==> config.mk <==
export PLATFORM = sky130hd
export DESIGN_NAME = arp_rx_flat
export DESIGN_NICKNAME = d
export VERILOG_FILES = /design/src/rtl/arp_pkg.sv /design/src/rtl/arp_rx_if.sv /design/src/rtl/arp_rx.sv /design/src/flat_wrapper.sv
export SDC_FILE = /design/constraint.sdc
export NUM_CORES = 1
export LEC_CHECK = 0
export CAP_MARGIN = 20
export CORE_UTILIZATION = 45
export CTS_BUF_LIST = sky130_fd_sc_hd__clkbuf_4 sky130_fd_sc_hd__clkbuf_8
export CTS_CLUSTER_DIAMETER = 100
export CTS_CLUSTER_SIZE = 28
export DETAILED_ROUTE_END_ITERATION = 8
export GPL_TIMING_DRIVEN = 0
export PLACE_DENSITY_LB_ADDON = 0.1
export SETUP_SLACK_MARGIN = 0.3
export SLEW_MARGIN = 20
export SYNTH_ARGS = -nofsm -noshare
export SYNTH_HDL_FRONTEND = slang
export SYNTH_SLANG_ARGS = --single-unit
==> constraint.sdc <==
create_clock -name clk -period 3.87 [get_ports clk]
set_input_delay 0.774 -clock clk [delete_from_list [all_inputs] [get_ports clk]]
set_output_delay 0.774 -clock clk [all_outputs]
set_load 0.02 [all_outputs]
==> src/rtl/arp_pkg.sv <==
// ARP protocol constants, receive FSM state encodings and byte-select helpers.
// Shared by the ARP receiver and the ARP transmitter.
package arp_pkg;

    // Ethernet / ARP field values
    localparam logic [15:0] ETH_TYPE_ARP  = 16'h0806;
    localparam logic [15:0] HW_TYPE       = 16'h0001;
    localparam logic [15:0] PROTOCOL_TYPE = 16'h0800;
    localparam logic [15:0] OPCODE_REQ    = 16'h0001;
    localparam logic [15:0] OPCODE_REPLY  = 16'h0002;
    localparam logic [7:0]  PREAMBLE_BYTE = 8'h55;
    localparam logic [7:0]  SFD_BYTE      = 8'hd5;
    localparam logic [47:0] BCAST_MAC     = 48'hff_ff_ff_ff_ff_ff;

    // Frame geometry, expressed as byte-counter values
    localparam logic [4:0] PREAMBLE_REPEAT = 5'd6;   // 0x55 bytes expected after the first one
    localparam logic [4:0] ETH_HEAD_LAST   = 5'd13;  // 14-byte Ethernet header
    localparam logic [4:0] ARP_DATA_LAST   = 5'd27;  // 28-byte ARP payload

    // Receive FSM states, one-hot
    typedef enum logic [4:0] {
        st_idle     = 5'b00001,
        st_preamble = 5'b00010,
        st_eth_head = 5'b00100,
        st_arp_data = 5'b01000,
        st_rx_end   = 5'b10000
    } arp_state_e;

    // Byte idx of a MAC address in wire order (0 = most significant byte)
    function automatic logic [7:0] mac_byte(input logic [47:0] mac, input logic [2:0] idx);
        case (idx)
            3'd0:    return mac[47:40];
            3'd1:    return mac[39:32];
            3'd2:    return mac[31:24];
            3'd3:    return mac[23:16];
            3'd4:    return mac[15:8];
            default: return mac[7:0];
        endcase
    endfunction

    // Byte idx of an IPv4 address in wire order (0 = most significant byte)
    function automatic logic [7:0] ip_byte(input logic [31:0] ip, input logic [1:0] idx);
        case (idx)
            2'd0:    return ip[31:24];
            2'd1:    return ip[23:16];
            2'd2:    return ip[15:8];
            default: return ip[7:0];
        endcase
    endfunction

endpackage

==> src/rtl/arp_rx_if.sv <==
// GMII receive byte stream in, decoded ARP sender information out.
interface arp_rx_if;

    logic        gmii_rx_dv;
    logic [7:0]  gmii_rxd;
    logic        arp_rx_done;
    logic        arp_rx_type;
    logic [47:0] src_mac;
    logic [31:0] src_ip;

    // Source of the GMII stream / consumer of the decoded result
    modport master (
        output gmii_rx_dv, gmii_rxd,
        input  arp_rx_done, arp_rx_type, src_mac, src_ip
    );

    // The ARP receiver itself
    modport slave (
        input  gmii_rx_dv, gmii_rxd,
        output arp_rx_done, arp_rx_type, src_mac, src_ip
    );

endinterface

==> src/rtl/arp_rx.sv <==
// ARP receiver: parses the GMII byte stream (preamble, Ethernet header, ARP
// payload), accepts request/reply packets addressed to BOARD_MAC and BOARD_IP,
// and publishes the sender MAC/IP and opcode with a one-cycle done pulse.
// Optional build macro ARP_RX_BCAST_EN: when defined, a destination MAC of
// ff:ff:ff:ff:ff:ff is accepted in addition to BOARD_MAC.
module arp_rx
    import arp_pkg::*;
#(
    parameter logic [47:0] BOARD_MAC = 48'h00_0a_35_01_fe_c0,
    parameter logic [31:0] BOARD_IP  = 32'hC0_A8_00_02
) (
    input  logic     clk,
    input  logic     rst_n,
    arp_rx_if.slave  rx
);

    arp_state_e  state;
    logic [4:0]  cnt;            // byte index within the current state
    logic [47:0] shadow_mac;     // sender MAC of the frame in flight
    logic [31:0] shadow_ip;      // sender IP of the frame in flight
    logic        shadow_type;    // 0 = request, 1 = reply
    logic        dst_board_ok;   // every destination byte so far matched BOARD_MAC
`ifdef ARP_RX_BCAST_EN
    logic        dst_bcast_ok;   // every destination byte so far was 0xff
`endif

    logic        board_byte_hit;
    logic        bcast_byte_hit;
    logic        ip_byte_hit;

    // Per-byte address comparisons against the current counter position
    always_comb begin
        // NOTE: every always_comb output gets a value on all paths so no latch is inferred.
        board_byte_hit = dst_board_ok && (rx.gmii_rxd == mac_byte(BOARD_MAC, cnt[2:0]));
`ifdef ARP_RX_BCAST_EN
        bcast_byte_hit = dst_bcast_ok && (rx.gmii_rxd == mac_byte(BCAST_MAC, cnt[2:0]));
`else
        bcast_byte_hit = 1'b0;
`endif
        ip_byte_hit    = (rx.gmii_rxd == ip_byte(BOARD_IP, cnt[1:0]));
    end

    // Receive FSM with byte counter, shadow capture and registered outputs
    // NOTE: sequential state uses non-blocking assignments only, so every register
    // sees the pre-edge value of every other register.
    always_ff @(posedge clk or negedge rst_n) begin
        if (!rst_n) begin
            // NOTE: the async reset clears everything, including the shadow
            // registers, so no stale sender data survives a mid-frame reset.
            state           <= st_idle;
            cnt             <= 5'd0;
            shadow_mac      <= 48'd0;
            shadow_ip       <= 32'd0;
            shadow_type     <= 1'b0;
            dst_board_ok    <= 1'b0;
`ifdef ARP_RX_BCAST_EN
            dst_bcast_ok    <= 1'b0;
`endif
            rx.arp_rx_done  <= 1'b0;
            rx.arp_rx_type  <= 1'b0;
            rx.src_mac      <= 48'd0;
            rx.src_ip       <= 32'd0;
        end else begin
            rx.arp_rx_done <= 1'b0;

            case (state)
                st_idle: begin
                    cnt <= 5'd0;
                    if (rx.gmii_rx_dv && rx.gmii_rxd == PREAMBLE_BYTE) begin
                        state <= st_preamble;
                    end
                end

                st_preamble: begin
                    if (!rx.gmii_rx_dv) begin
                        state <= st_idle;
                        cnt   <= 5'd0;
                    end else if (rx.gmii_rxd == PREAMBLE_BYTE && cnt < PREAMBLE_REPEAT) begin
                        cnt <= cnt + 5'd1;
                    end else if (rx.gmii_rxd == SFD_BYTE && cnt == PREAMBLE_REPEAT) begin
                        state        <= st_eth_head;
                        cnt          <= 5'd0;
                        dst_board_ok <= 1'b1;
`ifdef ARP_RX_BCAST_EN
                        dst_bcast_ok <= 1'b1;
`endif
                    end else begin
                        state <= st_rx_end;
                        cnt   <= 5'd0;
                    end
                end

                st_eth_head: begin
                    if (!rx.gmii_rx_dv) begin
                        state <= st_idle;
                        cnt   <= 5'd0;
                    end else if (cnt <= 5'd5) begin
                        // Destination MAC: must stay consistent with one accepted address
                        if (board_byte_hit || bcast_byte_hit) begin
                            dst_board_ok <= board_byte_hit;
`ifdef ARP_RX_BCAST_EN
                            dst_bcast_ok <= bcast_byte_hit;
`endif
                            cnt <= cnt + 5'd1;
                        end else begin
                            state <= st_rx_end;
                            cnt   <= 5'd0;
                        end
                    end else if (cnt == 5'd12) begin
                        if (rx.gmii_rxd == ETH_TYPE_ARP[15:8]) begin
                            cnt <= cnt + 5'd1;
                        end else begin
                            state <= st_rx_end;
                            cnt   <= 5'd0;
                        end
                    end else if (cnt == ETH_HEAD_LAST) begin
                        state <= (rx.gmii_rxd == ETH_TYPE_ARP[7:0]) ? st_arp_data : st_rx_end;
                        cnt   <= 5'd0;
                    end else begin
                        // Source MAC bytes are not needed
                        cnt <= cnt + 5'd1;
                    end
                end

                st_arp_data: begin
                    if (!rx.gmii_rx_dv) begin
                        state <= st_idle;
                        cnt   <= 5'd0;
                    end else if (cnt == 5'd7) begin
                        // Opcode low byte selects request or reply
                        if (rx.gmii_rxd == OPCODE_REQ[7:0]) begin
                            shadow_type <= 1'b0;
                            cnt         <= cnt + 5'd1;
                        end else if (rx.gmii_rxd == OPCODE_REPLY[7:0]) begin
                            shadow_type <= 1'b1;
                            cnt         <= cnt + 5'd1;
                        end else begin
                            state <= st_rx_end;
                            cnt   <= 5'd0;
                        end
                    end else if (cnt >= 5'd8 && cnt <= 5'd13) begin
                        shadow_mac <= {shadow_mac[39:0], rx.gmii_rxd};
                        cnt        <= cnt + 5'd1;
                    end else if (cnt >= 5'd14 && cnt <= 5'd17) begin
                        shadow_ip <= {shadow_ip[23:0], rx.gmii_rxd};
                        cnt       <= cnt + 5'd1;
                    end else if (cnt >= 5'd24) begin
                        // Target IP must be ours; the last byte commits the packet
                        if (!ip_byte_hit) begin
                            state <= st_rx_end;
                            cnt   <= 5'd0;
                        end else if (cnt == ARP_DATA_LAST) begin
                            rx.src_mac     <= shadow_mac;
                            rx.src_ip      <= shadow_ip;
                            rx.arp_rx_type <= shadow_type;
                            rx.arp_rx_done <= 1'b1;
                            state          <= st_rx_end;
                            cnt            <= 5'd0;
                        end else begin
                            cnt <= cnt + 5'd1;
                        end
                    end else begin
                        // Hardware/protocol type, lengths, opcode high byte, target MAC
                        cnt <= cnt + 5'd1;
                    end
                end

                st_rx_end: begin
                    // Swallow padding and FCS until the frame ends
                    cnt <= 5'd0;
                    if (!rx.gmii_rx_dv) begin
                        state <= st_idle;
                    end
                end

                default: begin
                    state <= st_idle;
                    cnt   <= 5'd0;
                end
            endcase
        end
    end

endmodule

==> src/flat_wrapper.sv <==
// flat-port wrapper written by rule: the top's interface ports become plain ports
module arp_rx_flat import arp_pkg::*;
#(
    parameter logic [47:0] BOARD_MAC = 48'h00_0a_35_01_fe_c0,
    parameter logic [31:0] BOARD_IP  = 32'hC0_A8_00_02
)
  (clk, rst_n, rx_gmii_rx_dv, rx_gmii_rxd, rx_arp_rx_done, rx_arp_rx_type, rx_src_mac, rx_src_ip);
  arp_rx_if rx_i ();
  input  logic clk;
  input  logic rst_n;
  input wire logic [$bits(rx_i.gmii_rx_dv)-1:0] rx_gmii_rx_dv;
  input wire logic [$bits(rx_i.gmii_rxd)-1:0] rx_gmii_rxd;
  output wire logic [$bits(rx_i.arp_rx_done)-1:0] rx_arp_rx_done;
  output wire logic [$bits(rx_i.arp_rx_type)-1:0] rx_arp_rx_type;
  output wire logic [$bits(rx_i.src_mac)-1:0] rx_src_mac;
  output wire logic [$bits(rx_i.src_ip)-1:0] rx_src_ip;
  assign rx_i.gmii_rx_dv = rx_gmii_rx_dv;
  assign rx_i.gmii_rxd = rx_gmii_rxd;
  assign rx_arp_rx_done = rx_i.arp_rx_done;
  assign rx_arp_rx_type = rx_i.arp_rx_type;
  assign rx_src_mac = rx_i.src_mac;
  assign rx_src_ip = rx_i.src_ip;
  arp_rx #(.BOARD_MAC(BOARD_MAC), .BOARD_IP(BOARD_IP)) u_core (.clk(clk), .rst_n(rst_n), .rx(rx_i));
endmodule
==> results.txt, run 1 <==
The global-route usage over all layers came out at 18.24%. The number of gates resized after CTS was 0. The xor/xnor share of the synthesized area came out at 0.7290%. The final-report max-slew violation count was 0.

The worst-case headroom to the max-slew limit is 25.03%. The critical path is of the in -> reg type. The instance count after placement with tap cells included is 797. 0 antenna diodes ended up in the layout. The first-iteration detailed-routing DRC count came out at just under 200.

After detailed routing, the number of remaining DRC violations is 0. The initial core utilization came out at 46.72%. The final layout contains 625 nets. The final cell count without fillers came out at 830. Clock latency on the worst-skew pair, taken at its later pin, is 450 ps.

The period utilization came out at 85.38%. The clock-pin slew reported for the worst setup and hold paths after clock tree synthesis is about 80 ps. Across all hold checks on the routed design, the worst slack comes to 261.4 ps. The average instance area after synthesis is approximately 15 um2. In the synthesized netlist the dominant register cell turns out to be sky130_fd_sc_hd__dfrtp_1. The library cell with the largest summed area after synthesis is sky130_fd_sc_hd__dfrtp_1.

Detailed routing inserted a total of between 4k and 5k vias. The flow ran to the end, and the final reports show no timing, DRC or antenna violations. The via count of the first global-routing pass came out at 4306. The longest clock path from root to sink contains 2 buffers. The power density over the cells is 373.3 nW/um2. The combinational family with the most area after synthesis is multiplexers. The worst clock skew is 11.81 ps. Sorting the synthesized cells by area gives the leading types as sky130_fd_sc_hd__dfrtp_1, sky130_fd_sc_hd__mux2_1, sky130_fd_sc_hd__mux2_2. The sequential cell area fraction in the yosys report came out at 60.42%. After floorplanning, the core was divided into 45 placement rows.

The worst setup path is launched from an input port. The top achievable clock speed came out at 302.6 MHz. The number of nets with antenna violations after detailed routing came out at 0. The number of fill cells in the layout came out at 1273. From bottom edge to top edge, the die measures 128.6 um.

The largest vdd supply drop came out at 207.0 uV. The number of H-tree levels came out at 4. Setup repair after global routing left no endpoint under its margin. The count of buffers inserted at the top-level ports is 90.

The worst reg-to-reg path cell count came out at 7. The number of clock sinks is 174. The reported leakage power is 4.309 nW. The routability-driven placement congestion ratio came out at 0.8244.

The class of the worst hold path is in -> async. The launching element of the worst setup path is rx_gmii_rx_dv. The worst register-to-register path begins at u_core.cnt[1]$_DFF_PN0_.

The synthesized instance count came out at 495. The tree is rooted in a sky130_fd_sc_hd__clkbuf_8. The initial antenna violation count is 0. 93 I/O pins were placed. The netlist area before placement came out at 7208 um2. The worst path needs 3304 ps of the cycle, external delays included. The synthesized netlist devotes approximately 1.4% of its cell area to adder and majority cells.

The share of the synthesized area in the top cell type is 60.06%. The post-route netlist has 20.52% of its cells at a drive strength greater than 1. The area overhead of the layout relative to synthesis came out at 22.93%. The distinct cell type count after synthesis came out at between 40 and 50.

Counting flops with a built-in enable in the synthesized netlist gives 0. The final setup TNS came out at 0 ps. The async set-or-reset flop fraction in the synthesized netlist is 100.0%.

Counting every net in the synthesized netlist gives 514. The area of the die is 16530 um2. The complex-gate fraction of the synthesized area came out at ~3.7%. The endpoint arrival time on the critical path came out at about 3600 ps.

The core outline area came out at 15430 um2. The setup slack of the most critical reg-to-reg path is 700 ps. The routed wirelength normalized by instance count is 16.57 um.

TritonCTS built the clock tree. The total congestion overflow after global routing is 0. The number of search-and-repair iterations in the first detailed-routing pass is 5.

Data on the critical path is required at its endpoint by between 4000 and 5000 ps. The wire length of the first global-routing pass is 22770 um. The half-perimeter wire length after detailed placement came out at around 9800 um. Using the TritonRoute via totals, the vias-per-cell ratio works out to 5.217. The number of buffers inserted during clock tree synthesis came out at 17.

The nature of the critical path endpoint is a flip-flop. The transition time of the tightest slew-check pin is 1114 ps. The die extent in x came out at ~130 um.

The number of failing setup endpoints in the final timing report came out at 0. Of the post-synthesis cell area, the part taken by muxes is between 20% and 30%. The maximum number of pins on one net before global-route repair is 100. The Yosys step of the flow raised 0 warnings. The register bit total from synthesis is around 170. The number of maximum-capacitance violations came out at 0. For this block, the routed nets add up to 13760 um of wire. The number of failing hold endpoints at the final stage came out at 0. Of all nets on the critical path, the largest fanout is 10. The area share of and/or/nand/nor cells after synthesis is 5.815%.
## final timing paths
kind / end
setup / recovery: u_core.shadow_ip[25]$_DFFE_PN0P_
hold / removal: u_core.rx.src_mac[44]$_DFFE_PN0P_
setup reg to reg: u_core.shadow_ip[25]$_DFFE_PN0P_
hold reg to reg: u_core.dst_board_ok$_DFFE_PN0P_
max in group asynchronous: u_core.state[0]$_DFFE_PN1P_
min in group clk: u_core.dst_board_ok$_DFFE_PN0P_
## worst max-delay path, cell delays in order
cell,delay (ps)
sky130_fd_sc_hd__clkdlybuf4s50_1,550
sky130_fd_sc_hd__nand4_1,310
sky130_fd_sc_hd__nor4_1,1030
sky130_fd_sc_hd__clkbuf_1,560
sky130_fd_sc_hd__mux2_2,400
## kinds of logic after synthesis
kind of cell,after synthesis
xor gates and xnor gates,6
adders and majority gates,8
buffers and inverters,30
muxes,164
and+or+nand+nor,77
AOI/OAI and AO/OA,36
DFF,174
## cell usage after synthesis (5+ instances only)
master,count
sky130_fd_sc_hd__mux2_2,80
sky130_fd_sc_hd__o21ai_0,12
sky130_fd_sc_hd__nor2b_1,5
sky130_fd_sc_hd__buf_6,8
sky130_fd_sc_hd__nand2_1,14
sky130_fd_sc_hd__mux2_1,80
sky130_fd_sc_hd__ha_1,8
sky130_fd_sc_hd__xnor2_1,5
sky130_fd_sc_hd__clkbuf_1,13
sky130_fd_sc_hd__o31ai_1,5
sky130_fd_sc_hd__dfrtp_1,173
sky130_fd_sc_hd__nor3_1,6
sky130_fd_sc_hd__nand3_1,7
sky130_fd_sc_hd__nor2_1,15
sky130_fd_sc_hd__inv_1,6
## state kept, by name, indices dropped and copies added (netlist names)
| name | flops |
|---|---|
| u_core.rx.arp_rx_type | 1 |
| u_core.shadow_type | 1 |
| u_core.dst_board_ok | 1 |
| u_core.shadow_mac | 48 |
| u_core.rx.src_mac | 48 |
| u_core.cnt | 5 |
| u_core.rx.arp_rx_done | 1 |
| u_core.shadow_ip | 32 |
| u_core.state | 5 |
| u_core.rx.src_ip | 32 |
## area by class of cell
class | instances | area [um2] | share of cell area (%)
clock inverter | 7 | 97.59 | 1.101
inverter | 6 | 22.52 | 0.2542
multi-input combinational | 291 | 2679 | 30.23
timing repair buffer | 92 | 953.4 | 10.76
tap | 211 | 264.0 | 2.979
buffer | 24 | 151.4 | 1.709
sequential | 174 | 4355 | 49.15
clock buffer | 25 | 337.8 | 3.812
## layer usage
layer | up-vias | wire length (um) | global-route usage, %
met5 | - | 0 | 0
met4 | 0 | 184 | 6.990
met3 | 16 | 632 | 4.948
met2 | 106 | 6364 | 27.12
met1 | 2208 | 6575 | 25.58
li1 | 2000 | - | -
## cell usage in the layout, fill, tap and decap left out, types with 2 or more instances in the layout
cell type,count
sky130_fd_sc_hd__nor3_1,6
sky130_fd_sc_hd__and4_1,2
sky130_fd_sc_hd__nand4_1,4
sky130_fd_sc_hd__clkbuf_8,24
sky130_fd_sc_hd__and2_1,4
sky130_fd_sc_hd__nor4_1,4
sky130_fd_sc_hd__bufinv_16,2
sky130_fd_sc_hd__nor4b_1,3
sky130_fd_sc_hd__xnor2_1,5
sky130_fd_sc_hd__ha_1,8
sky130_fd_sc_hd__o211ai_1,3
sky130_fd_sc_hd__a21oi_1,2
sky130_fd_sc_hd__dfrtp_1,173
sky130_fd_sc_hd__inv_1,6
sky130_fd_sc_hd__mux2_1,80
sky130_fd_sc_hd__nor2_1,15
sky130_fd_sc_hd__mux2i_1,4
sky130_fd_sc_hd__nand3_1,7
sky130_fd_sc_hd__a211oi_1,2
sky130_fd_sc_hd__nand2b_1,3
sky130_fd_sc_hd__nand2_1,14
sky130_fd_sc_hd__buf_1,2
sky130_fd_sc_hd__mux2_2,80
sky130_fd_sc_hd__o31ai_1,5
sky130_fd_sc_hd__clkinvlp_4,2
sky130_fd_sc_hd__nor2b_1,5
sky130_fd_sc_hd__clkdlybuf4s50_1,89
sky130_fd_sc_hd__and3_1,2
sky130_fd_sc_hd__clkbuf_1,13
sky130_fd_sc_hd__o21ai_0,12
sky130_fd_sc_hd__or3_1,2
sky130_fd_sc_hd__buf_6,8
## power by group
group,switching (mW),internal [mW]
Clock,0.620,0.704
Sequential,0.0103,1.83
Combinational,0.0964,0.0438
Total,0.727,2.58
## metrics by stage
| step | power, mW | setup WS, ps | instance area [um2] | util (%) |
|---|---|---|---|---|
| floorplan | 1.950 | 898.2 | 7208 | - |
| global placement | 2.013 | -4830 | 8373 | 54.27 |
| detailed placement | 2.022 | 75.29 | 8406 | 54.48 |
| CTS | 3.357 | 380.3 | 8841 | 57.31 |
| global route | 3.444 | 459.8 | 8861 | 57.44 |
| finish | 3.308 | 565.8 | 8861 | 57.44 |
## timing repair
item,CTS,global route
setup endpoints to repair,0,79
buffers inserted,0,1
hold endpoints to repair,0,0
hold buffers,0,0
Note: power is estimated with default switching activity, not from simulation.
==> inputs of run 2 (changes only) <==
==> constraint.sdc (replaced) <==
create_clock -name clk -period 3.87 [get_ports clk]
set_input_delay 0.5805 -clock clk [delete_from_list [all_inputs] [get_ports clk]]
set_output_delay 0.5805 -clock clk [all_outputs]
set_load 0.02 [all_outputs]
==> results of run 2 <==
The final DEF is identical to that of run 1. Status: complete, no violations.
Among the figures that moved: setup slack after placement 75.29 ps -> 268.8 ps; setup slack after layout 565.8 ps -> 697.2 ps; hold slack 261.4 ps -> 67.86 ps; start point of the critical path rx_gmii_rx_dv -> u_core.cnt[1]$_DFF_PN0_
==> inputs of run 3 (changes only) <==
clock period = 2.7 ns   (was 3.87 ns; I/O delays follow)
==> run 3 against run 2 <==
  * The run now ends with negative setup slack left
  * Combinational power increased by 72%
  * Count of clock-buffer cells in the layout decreased by 2
  * Global-route usage rose by 0.51 points
  * Via count is 2.2% higher
  * Fmax up 15%
  * Routed wire length is 12% higher
  * Register-to-register slack worse by 760 ps
  * Hold slack better by 330 ps
  * Sequential share of layout area fell by 3.6 points
  * Final cell count increased by 2.7%
  * Sequential power up 43%
  * Critical path type unchanged
  * Largest cell class unchanged
==> results.txt, run 3 (synthesis gave the netlist of run 1 again) <==
The flow ran to the end, but the final reports show violations. The final reports fail on negative setup slack. The worst path required time was 3030 ps (-1180 ps).

The power spent charging and discharging nets came to 1.084 mW (+49%). The number of placement rows came out at 45 (unchanged). The via count of the first global-routing pass is 4375 (+1.6%). Leaving out fill and tap cells, the most frequent cell in the layout is sky130_fd_sc_hd__dfrtp_1.

The final core area utilization is 62.00% (+4.6 points). The area of the die came out at 16530 um2 (unchanged). The first-iteration detailed-routing DRC count is 234 (+21%). The maximum number of pins on one net before global-route repair came to 89 (-11%). The final critical-path setup slack came out at -58.05 ps. The number of search-and-repair iterations in the first detailed-routing pass is 4 (-1).

The period utilization is 102.2%. The boundary pin count is 93 (unchanged). The number of failing setup endpoints in the final timing report came out at 44 (+44).

The power density over the cells was 503.9 nW/um2 (+35%). Setup repair after global routing could not meet its margin everywhere. The core outline area is 15430 um2 (unchanged).

The routability-driven placement congestion ratio is 0.8344 (+1.2%). The top achievable clock speed came out at 362.6 MHz. The clock group share of total power came out at 40.2% (+0.2 points). The relative contribution of combinational cells to total power came out at 5.0% (+0.8 points). The die height came out at 128.6 um (unchanged). The worst-case headroom to the max-slew limit is 55.91% (+31 points). The worst setup path is launched from a flip-flop. The clock-pin slew reported for the worst setup and hold paths after clock tree synthesis came out at 90 ps (about the same). The share of layout cells above drive strength 1 came out at 36.51% (+16 points). The cell area reported after detailed placement came out at 8539 um2 (+1.6%). The post-route cell area came out at 9564 um2 (+7.9%). The category of the most critical setup path is reg -> reg. The total wirelength of the detailed-routed design came to 15340 um (+12%).

The source-to-sink clock delay at the later pin of the worst-skew pair is 460 ps (about the same). The endpoint arrival time on the critical path is 3090 ps. The reported leakage power came out at 4.466 nW (+3.6%).

TritonCTS built the clock tree. The worst setup path is captured at a flip-flop. The min-delay analysis places its worst path in the category in -> reg. The wire length of the first global-routing pass came out at 23490 um (+3.1%).

The internal power of the cells is 3.735 mW (+45%). The minimum period implied by the final worst setup slack is 2758 ps. The global-route usage over all layers came out at 18.75% (+0.51 points). The total congestion overflow after global routing is 0 (unchanged). The switching part of the total came out at 22.50% (+0.53 points). The largest registers in the layout are u_core.rx.src_mac: 48 flops, u_core.shadow_mac: 48 flops. The largest vdd supply drop is 364.6 uV (+76%). The die extent in x came out at 128.6 um (unchanged). The number of fill cells in the layout came out at 1246 (-2.1%). The area overhead of the layout relative to synthesis came out at 32.69%. The number of nets at the end of the flow is 647 (+3.5%). The routed wirelength normalized by instance count was 18.01 um (+8.6%). The number of nets with antenna violations after detailed routing came out at 0 (unchanged). The via-per-instance ratio is 5.195 (-0.42%). The number of failing hold endpoints at the final stage came to 0 (unchanged). The tree is rooted in a sky130_fd_sc_hd__clkbuf_8.

The transition time of the tightest slew-check pin is 661.4 ps (-452.9 ps). The number of buffers inserted during clock tree synthesis came out at 17 (unchanged). In the layout the commonest cells are sky130_fd_sc_hd__dfrtp_1, sky130_fd_sc_hd__clkdlybuf4s50_1, sky130_fd_sc_hd__mux2_2. The relative contribution of sequential cells to total power came out at 54.8% (-0.9 points). The number of diodes added for antenna fixing came out at 0 (unchanged).

The via count is 4426 (+2.2%). The initial core utilization came out at 46.72% (unchanged). The half-perimeter wire length after detailed placement was 9889 um (+0.86%). The final-report max-slew violation count is 0 (unchanged). The maximum fanout encountered on the critical timing path is 10 (unchanged).

The number of maximum-capacitance violations is 0 (unchanged). The total area of sequential cells came out at 4358 um2 (about the same). The combined area of the multi-input logic cells came out at 3055 um2 (+14%).

The initial antenna violation count came out at 0 (unchanged). The number of clock sinks is 174 (unchanged). The worst clock skew is 14.79 ps (+2.985 ps). The number of H-tree levels came to 4 (unchanged).

The final setup TNS came to -996.3 ps (-996.3 ps). The count of buffers inserted at the top-level ports is 90 (unchanged). The instance count after placement with tap cells included came out at 797 (unchanged). The final cell count without fillers was 852 (+2.7%). The DRC violation count after routing came out at 0 (unchanged). The largest buffer count on any clock path is 2 (unchanged).
[run 3: final timing paths]
check                      slack [ps]  depth (start not counted)                         startpoint                                end
max                               -60                          9            u_core.cnt[1]$_DFF_PN0_   u_core.rx.src_ip[30]$_DFFE_PN0P_
min                               400                          2                     rx_gmii_rxd[0]     u_core.shadow_type$_DFFE_PN0P_
max reg2reg                       -60                          9            u_core.cnt[1]$_DFF_PN0_   u_core.rx.src_ip[30]$_DFFE_PN0P_
min reg2reg                       490                          1  u_core.rx.src_mac[17]$_DFFE_PN0P_  u_core.rx.src_mac[17]$_DFFE_PN0P_
max in group asynchronous        1320                          3                              rst_n            u_core.cnt[0]$_DFF_PN0_
min in group asynchronous         520                          2                              rst_n  u_core.rx.src_mac[45]$_DFFE_PN0P_
[run 3: power by group through the flow]
stage / logic [mW] / registers [mW] / clock network [mW]
floorplan: 0.104 / 2.69 / 0
detailed placement: 0.204 / 2.69 / 0
CTS: 0.210 / 2.64 / 1.98
global route: 0.274 / 2.64 / 2.09
finish: 0.241 / 2.64 / 1.94
global placement: 0.192 / 2.69 / 0
[run 3: area by class of cell]
| cell class | instances | area share [%] |
|---|---|---|
| clock buffers | 23 | 3.114 |
| flip-flops and latches | 174 | 45.57 |
| clock inverters | 9 | 1.361 |
| multi-input cells | 291 | 31.95 |
| repair buffers | 114 | 12.82 |
| well taps | 211 | 2.760 |
| inverters | 6 | 0.2878 |
| plain buffers | 24 | 2.145 |
[run 3: stage by stage]
stage	total power, mW	setup WS (ps)	hold slack [ps]
floorplan	2.795	-157.1	109.4
global placement	2.886	-6339	457.5
detailed placement	2.898	-816.4	454.9
CTS	4.835	-8.606	370.8
global route	5.010	-130.2	395.5
finish	4.820	-58.05	400.0
[run 3: worst max-delay path, cell delays in order, from the launching register on]
cell and delay, ps:
sky130_fd_sc_hd__dfrtp_2 430, sky130_fd_sc_hd__inv_4 70, sky130_fd_sc_hd__ha_4 180, sky130_fd_sc_hd__or4b_4 480
sky130_fd_sc_hd__a211o_1 310, sky130_fd_sc_hd__a2111oi_4 290, sky130_fd_sc_hd__buf_4 200, sky130_fd_sc_hd__buf_12 150
sky130_fd_sc_hd__buf_8 170, sky130_fd_sc_hd__mux2_1 340
[run 3: metal layers]
metal,part of all wire [%],global-route usage (%),wire length [um]
met4,0.94,7.336,144
met1,48,26.29,7303
met5,0,0,0
met3,3.9,4.407,594
met2,48,28.30,7300
[run 3: timing repair]
item                       4_1_cts  5_1_grt
hold buffers                     1        0
pin swaps                        2        7
setup endpoints to repair      131      122
gates resized for setup         14       62
gates cloned                     0        6
setup buffers                    2       14
hold endpoints to repair        85        0
